<file path="config.mk">
export PLATFORM = sky130hd
export DESIGN_NAME = pipeline_stall_ctrl
export DESIGN_NICKNAME = d
export VERILOG_FILES = /design/src/rtl/pipe_ctrl_pkg.sv /design/src/rtl/mdu_tracker.sv /design/src/rtl/pipeline_stall_ctrl.sv
export SDC_FILE = /design/constraint.sdc
export NUM_CORES = 1
export LEC_CHECK = 0
export ABC_AREA = 1
export CAP_MARGIN = 25
export CORE_MARGIN = 10
export CORE_UTILIZATION = 35
export DETAILED_ROUTE_END_ITERATION = 8
export PLACE_DENSITY = 0.92
export SYNTH_ARGS = -nofsm -noshare
export SYNTH_HDL_FRONTEND = slang
export SYNTH_SLANG_ARGS = --single-unit
</file>
<file path="constraint.sdc">
create_clock -name clk_i -period 2.1 [get_ports clk_i]
set_clock_uncertainty 0.2 [all_clocks]
set_input_delay 0.42 -clock clk_i [delete_from_list [all_inputs] [get_ports clk_i]]
set_output_delay 0.42 -clock clk_i [all_outputs]
set_load 0.01 [all_outputs]
</file>
<file path="src/rtl/pipe_ctrl_pkg.sv">
// Shared types for the pipeline stall/flush sequencer: FSM states, stall causes
// and the default multiply/divide latency.
package pipe_ctrl_pkg;

    typedef enum logic [0:0] {
        StRun,
        StMemWait
    } state_e;

    typedef enum logic [2:0] {
        CauseNone,
        CauseMem,
        CauseLoadUse,
        CauseMdu,
        CauseBranch,
        CauseFetch
    } cause_e;

    localparam int unsigned MduLatDefault = 32;
    localparam int unsigned MduCntW       = 6;

endpackage

</file>
<file path="src/rtl/mdu_tracker.sv">
// Multiply/divide result tracker: counts down from MDU_LAT after an accepted
// issue and reports busy until HI/LO are valid.
module mdu_tracker
    import pipe_ctrl_pkg::*;
#(
    parameter int unsigned MDU_LAT = MduLatDefault
) (
    input  logic clk_i,
    input  logic reset_i,
    input  logic start_i,
    output logic busy_o
);

    localparam logic [MduCntW-1:0] LatLoad = MduCntW'(MDU_LAT);

    logic [MduCntW-1:0] cnt_q, cnt_d;

    // A new issue always reloads, even while a previous result is pending.
    always_comb begin
        cnt_d = cnt_q;
        if (start_i) begin
            cnt_d = LatLoad;
        end else if (cnt_q != '0) begin
            cnt_d = cnt_q - MduCntW'(1);
        end
    end

    always_ff @(posedge clk_i) begin
        if (reset_i) begin
            cnt_q <= '0;
        end else begin
            cnt_q <= cnt_d;
        end
    end

    assign busy_o = (cnt_q != '0);

endmodule

</file>
<file path="src/rtl/pipeline_stall_ctrl.sv">
// Central stall/flush sequencer for the 5-stage pipeline. Optional stall
// performance counter enabled by defining STALL_PERF_CNT_EN.
module pipeline_stall_ctrl
    import pipe_ctrl_pkg::*;
#(
    parameter int unsigned MDU_LAT = MduLatDefault,
    parameter int unsigned CNT_W   = 32
) (
    input  logic             clk_i,
    input  logic             reset_i,
    input  logic [4:0]       ifid_rs_i,
    input  logic [4:0]       ifid_rt_i,
    input  logic             id_uses_rt_i,
    input  logic [4:0]       idex_rt_i,
    input  logic             idex_memread_i,
    input  logic             branch_taken_i,
    input  logic             imem_ready_i,
    input  logic             dmem_req_i,
    input  logic             dmem_ready_i,
    input  logic             mdu_start_i,
    input  logic             id_mdu_read_i,
    output logic             pc_en_o,
    output logic             ifid_en_o,
    output logic             ifid_flush_o,
    output logic             idex_bubble_o,
    output logic             exmem_en_o,
    output logic             memwb_en_o,
    output logic             mdu_busy_o,
    output logic [CNT_W-1:0] stall_cnt_o
);

    state_e state_q, state_d;
    cause_e cause;
    logic   mem_freeze, load_use, mdu_hazard, mdu_start_ok;

    assign mem_freeze = dmem_req_i & ~dmem_ready_i;
    assign load_use   = idex_memread_i && (idex_rt_i != 5'd0) &&
                        ((idex_rt_i == ifid_rs_i) || (id_uses_rt_i && (idex_rt_i == ifid_rt_i)));
    assign mdu_hazard = id_mdu_read_i & mdu_busy_o;

    always_comb begin
        cause = CauseNone;
        if (reset_i) begin
            cause = CauseNone;
        end else if (mem_freeze) begin
            cause = CauseMem;
        end else if (load_use) begin
            cause = CauseLoadUse;
        end else if (mdu_hazard) begin
            cause = CauseMdu;
        end else if (branch_taken_i) begin
            cause = CauseBranch;
        end else if (!imem_ready_i) begin
            cause = CauseFetch;
        end
    end

    always_comb begin
        pc_en_o       = 1'b1;
        ifid_en_o     = 1'b1;
        ifid_flush_o  = 1'b0;
        idex_bubble_o = 1'b0;
        exmem_en_o    = 1'b1;
        memwb_en_o    = 1'b1;
        if (reset_i) begin
            pc_en_o       = 1'b0;
            ifid_en_o     = 1'b0;
            ifid_flush_o  = 1'b1;
            idex_bubble_o = 1'b1;
            exmem_en_o    = 1'b0;
            memwb_en_o    = 1'b0;
        end else begin
            unique case (cause)
                CauseMem: begin
                    pc_en_o    = 1'b0;
                    ifid_en_o  = 1'b0;
                    exmem_en_o = 1'b0;
                    memwb_en_o = 1'b0;
                end
                CauseLoadUse, CauseMdu: begin
                    pc_en_o       = 1'b0;
                    ifid_en_o     = 1'b0;
                    idex_bubble_o = 1'b1;
                end
                CauseBranch: ifid_flush_o = 1'b1;
                // IF/ID still loads, but with a NOP while the fetch is outstanding.
                CauseFetch: begin
                    pc_en_o      = 1'b0;
                    ifid_flush_o = 1'b1;
                end
                default: ;
            endcase
        end
    end

    always_comb begin
        state_d = state_q;
        unique case (state_q)
            StRun:     if (mem_freeze) state_d = StMemWait;
            StMemWait: if (dmem_ready_i) state_d = StRun;
            default:   state_d = StRun;
        endcase
    end

    always_ff @(posedge clk_i) begin
        if (reset_i) begin
            state_q <= StRun;
        end else begin
            state_q <= state_d;
        end
    end

    // An issue is only real when the EX instruction actually advances.
    assign mdu_start_ok = mdu_start_i & exmem_en_o;

    mdu_tracker #(
        .MDU_LAT(MDU_LAT)
    ) u_mdu (
        .clk_i  (clk_i),
        .reset_i(reset_i),
        .start_i(mdu_start_ok),
        .busy_o (mdu_busy_o)
    );

`ifdef STALL_PERF_CNT_EN
    logic [CNT_W-1:0] stall_cnt_q, stall_cnt_d;

    always_comb begin
        stall_cnt_d = stall_cnt_q;
        if (!pc_en_o && (stall_cnt_q != '1)) begin
            stall_cnt_d = stall_cnt_q + CNT_W'(1);
        end
    end

    always_ff @(posedge clk_i) begin
        if (reset_i) begin
            stall_cnt_q <= '0;
        end else begin
            stall_cnt_q <= stall_cnt_d;
        end
    end

    assign stall_cnt_o = stall_cnt_q;
`else
    assign stall_cnt_o = '0;
`endif

endmodule

</file>
* After elaboration in Yosys (flattened, before gate mapping)
Cells that the tools add are included.
** Storage, ports and cells
- Output and inout port bits :: 39
- Register bits after elaboration :: 6
- Input port bits :: 25
- Logic and storage cells :: 44
** Cells by class
- Reduce and logical (&&, ||, !) cells :: 12
- Equal/unequal tests :: 7
- Bitwise logic cells :: 4
- Multiplexer cells :: 18
- Add/subtract/negate cells :: 1
** Operators by type and width (count)
- $mux W3 :: 6
- $mux W6 :: 2
- $eq A5 B5 Y1 :: 2
- $mux W1 :: 10
- $eq A3 B2 Y1 const B :: 2
- $eq A3 B3 Y1 const B :: 2
- $reduce_bool A6 Y1 :: 1
- $reduce_or A2 Y1 :: 3
- $sub A6 B1 Y6 const B :: 1
- $reduce_bool A5 Y1 :: 1
- $reduce_or A4 Y1 :: 1
- $and A1 B1 Y1 :: 3
- $eq A3 B1 Y1 const B :: 1
- $logic_and A1 B1 Y1 :: 3
- $reduce_or A3 Y1 :: 1
- $reduce_bool A2 Y1 :: 1
- $logic_or A1 B1 Y1 :: 1
- $not A1 Y1 :: 1

* Longest topological paths before layout
- Depth in word-level cells :: 12
- Gate-level depth with buffers :: 11
- Depth with buffers taken out :: 11

* Modules after synthesis
A second synthesis with hierarchy kept.
** Unflattened totals
- Cell total of the unflattened synthesis :: 146
- Area total of the unflattened synthesis :: 859.6 sq um
** By module, submodules not included
- pipeline_stall_ctrl :: area each 561.8 sq um, times used 1, cells an instance 109
- mdu_tracker :: area each 297.8 sq um, times used 1, cells an instance 37

* Worst setup path before layout
OpenSTA, ideal clock, no wires.
- Kind :: reg2out
- Start point :: register u_mdu.cnt_q[0]
- End point :: output pc_en_o
- Path buffers :: 0
- Path slack :: 0.283 ns
- Arrival :: 1.197 ns
- Required time :: 1.480 ns
- Cell stages (with the launch flop) :: 9
- Cell sequence :: dfxtp_1 -> inv_1 -> ha_1 -> nand4_4 -> nand2_4 -> nand2_2 -> nand2_2 -> nand2_2 -> nor2_2
** On the way
- Longest elaborated chain between the ends :: 10
- Elaborated cells on any way between the ends :: 13
- Classes of those cells :: 4 x eq/ne; 6 x mux; 1 x bitwise; 2 x reduce/logical
** RTL lines
- start, declared :: RTL line mdu_tracker.sv:16 : logic [MduCntW-1:0] cnt_q, cnt_d;
- start signal, assigned :: RTL line mdu_tracker.sv:32 : cnt_q <= cnt_d;
- $reduce_bool A6 Y1 * :: RTL line mdu_tracker.sv:36 : assign busy_o = (cnt_q != '0);
- net mdu_busy_o :: RTL line pipeline_stall_ctrl.sv:28 : output logic mdu_busy_o,
- $and A1 B1 Y1 * :: RTL line pipeline_stall_ctrl.sv:39 : assign mdu_hazard = id_mdu_read_i & mdu_busy_o;
- $mux W3 * :: RTL line pipeline_stall_ctrl.sv:49 : end else if (mdu_hazard) begin
- $mux W3 * :: RTL line pipeline_stall_ctrl.sv:47 : end else if (load_use) begin
- $mux W3 * :: RTL line pipeline_stall_ctrl.sv:45 : end else if (mem_freeze) begin
- $mux W3 * :: RTL line pipeline_stall_ctrl.sv:43 : if (reset_i) begin
- $eq A3 B1 Y1 (tied with other cells) :: RTL line pipeline_stall_ctrl.sv:73 : unique case (cause)
- $reduce_or A4 Y1 (no source line) *
- $mux W1 * :: RTL line pipeline_stall_ctrl.sv:73
- $mux W1 * :: RTL line pipeline_stall_ctrl.sv:65 : if (reset_i) begin
- end, declared :: RTL line pipeline_stall_ctrl.sv:22 : output logic pc_en_o,
The timed path passes the listed nets; every way through them passes the cells marked *.

* Worst setup path in the final report
- Start point :: input ifid_rs_i[4]
- End point :: output pc_en_o
** On the way
- Longest elaborated chain between the ends :: 10
- Elaborated cells on any way between the ends :: 13
- Classes of those cells :: 5 x eq/ne; 5 x mux; 3 x reduce/logical
** RTL lines
- start, declared :: RTL line pipeline_stall_ctrl.sv:11 : input logic [4:0] ifid_rs_i,
- $eq A5 B5 Y1 * :: RTL line pipeline_stall_ctrl.sv:38 : ((idex_rt_i == ifid_rs_i) || (id_uses_rt_i && (idex_rt_i == ifid_rt_i)));
- $logic_or A1 B1 Y1 * :: RTL line pipeline_stall_ctrl.sv:38
- $logic_and A1 B1 Y1 * :: RTL line pipeline_stall_ctrl.sv:37 : assign load_use = idex_memread_i && (idex_rt_i != 5'd0) &&
- $mux W3 * :: RTL line pipeline_stall_ctrl.sv:47
- $mux W3 * :: RTL line pipeline_stall_ctrl.sv:45
- $mux W3 * :: RTL line pipeline_stall_ctrl.sv:43
- $eq A3 B1 Y1 (tied with other cells) :: RTL line pipeline_stall_ctrl.sv:73
- $reduce_or A4 Y1 (no source line) *
- $mux W1 * :: RTL line pipeline_stall_ctrl.sv:73
- $mux W1 * :: RTL line pipeline_stall_ctrl.sv:65
Every way passes the cells marked *; elsewhere a longest branch is shown, timed or not.

==> impl_metrics.ini <==
[yosys]
synth_compound_area_frac = 0.06546
yosysWarnings = 0
synthSimpleGateAreaFrac = 0.3635
avgSynthCellArea_um2 = 6.326
synth.distinct_cells = 26
synth_xor_xnor_area_share = 0.02925
synth_seq_area_share = 0.1337
synthCells = 142
synth_top_family_by_area = buffers and inverters
synth.area.mux_share = 0
ys_seq_elements = 6
netlist_area_um2 = 898.4
synth_fa_ha_area_frac = 0.02786

[pwr]
p_total_w = 0.001077
p_per_area_nw_per_um2 = 904.7
power.leakage_nw = 0.7073
vdd_drop_max_mv = 0.8375

[timing]
hold_violations = 0
rsz0062_at_grt = yes
layout_min_cycle_time_ns = 2.031
fmax_mhz = 492.4
post-route-period-util = 0.9670
tns_ns = 0
maxSlewViolCount = 0
setup_violations = 0

[worst_setup_path]
worstSetupStartpointType = primary input
r2r_slack_ns = 0.70
r2r_start = u_mdu.cnt_q[0]
arrival_ns = 1.41
rr_worst_depth = 6
crit_start = ifid_rs_i[4]
required_ns = 1.48
end_kind = primary output
path_class = in2out
crit_fanout = 3

[floorplanning]
core_um2 = 2455
fp.dieW_um = 70.67
ios = 64
die_h_um = 70.67
die_area_um2 = 4994
initial_core_util = 0.3660
num_rows = 18

[clock_tree]
clk_path_buf_depth = 2
clk_pin_slew_ns = 0.05
cts_buffers = 3
cts_tree = yes
insertion_delay_ns = 0.25
htree_levels = 1
clock-sinks = 6
cts_root_buffer = clkbuf_4

[detailed_routing]
vias_per_cell = 4.060
wl_per_cell_um = 10.57
ant_nets = 0
drcViolationCount = 0
routed_wl_um = 2273
vias = 873
drt_iter0_markers = 18
first_pass_iters = 4

[place]
placedCellCount = 211
gp_congestion = 0.8326
dpl.hpwl_um = 2055
io_buffers = 31

[finish]
reg_top3 = u_mdu.cnt_q: 6 flops
largest_reg_flops = 6
final_cells = 215
drive_above_1_share = 0.3297
finish.net_count = 214
diodes = 0
top_register = u_mdu.cnt_q
syn2layout_area_growth_pct = 32.45
utilization = 0.4847

[run_status]
status = completed

[global_routing]
grt_max_degree = 8
track_usage = 0.08521
antenna_found_initial = 0
grt_overflow_total = 0
grt_pass1_wl_um = 3677
grt_pass1_vias = 882

[worst_hold_path]
hold_depth = 2
hold_class = reg2reg
min_from = u_mdu.cnt_q[0]

[run]
maxCapViolCount = 0
## timing repair
action,CTS,global route
setup endpoints to repair,7,4
resized for setup,49,47
hold buffers,0,0
setup buffers,0,1
pin swaps,13,24
## synthesized netlist by cell type, drive strengths merged
cell	instances	area share
nor4	2	0.021
xnor2	3	0.029
or2	1	0.0098
ha	2	0.028
a211oi	1	0.014
dfxtp	6	0.13
nand4	3	0.038
nor2	13	0.074
buf	33	0.28
conb	1	0.0042
inv	24	0.10
nand3	3	0.017
o21ai	5	0.032
a21oi	2	0.011
nand2	41	0.19
nor3	1	0.011
o31ai	1	0.0084
## power by group
part / internal, W / switching (W) / leakage [nW]
logic: 0.000366 / 0.000398 / 0.644
clock network: 0.0000646 / 0.0000416 / 0.0138
registers: 0.000170 / 0.0000365 / 0.0498
## cell usage in the layout (no fill, tap or decap), types with 5 or more instances in the layout
cell / Yosys / final
buf_4: 33 / 11
clkdlybuf4s50_1: 0 / 5
nand2_1: 35 / 35
nand2_2: 5 / 5
conb_1: 1 / 32
clkbuf_2: 0 / 10
nor2_1: 10 / 9
inv_2: 8 / 7
dfxtp_1: 6 / 6
inv_1: 16 / 14
## worst max-delay path: stages
cell and delay, ns:
dlygate4sd2_1 0.24, xnor2_1 0.12, nand3_1 0.08, nand2_1 0.06
nand2_2 0.08, nand2_2 0.06, nand2_2 0.05, nand2_2 0.06
nor2_2 0.10, buf_2 0.14
## kinds of logic after synthesis
family                   Yosys count
AND/OR/NAND/NOR                   64
buffers and inverters             57
AO/OA/AOI/OAI                      9
flip-flops                         6
XOR/XNOR                           3
adder cells (fa/ha/maj)            2
other                              1
## worst paths after layout
path,to
worst max-delay path,pc_en_o
worst min-delay path,u_mdu.cnt_q[0]
worst max register to register,u_mdu.cnt_q[4]
worst min register to register,u_mdu.cnt_q[0]
## per-layer routing
layer,part of all wire,up-vias,global-route usage
met1,0.43,372,0.09191
met2,0.49,43,0.1587
li1,-,456,-
met4,0.0031,0,0.01935
met5,0,-,0
met3,0.075,2,0.02510
## layout make-up
class	instances	area [µm²]
repair buffers	42	337.8
flip-flops and latches	6	120.1
clock buffers	3	22.52
multi-input cells	110	571.8
fillers	263	1265
inverters	24	100.1
well taps	30	37.54
## per-stage QoR
stage	hold WS (ns)	area [µm²]	worst slack [ns]
4_1_cts	0.2622	1171	-0.06055
3_3_place_gp	0.2479	1190	-0.6954
5_1_grt	0.2913	1190	-0.03865
6_report	0.2742	1190	0.06920
3_5_place_dp	0.2557	1190	-0.7261
2_1_floorplan	0.2392	1015	0.2831
(Power assumes the default switching activity.)
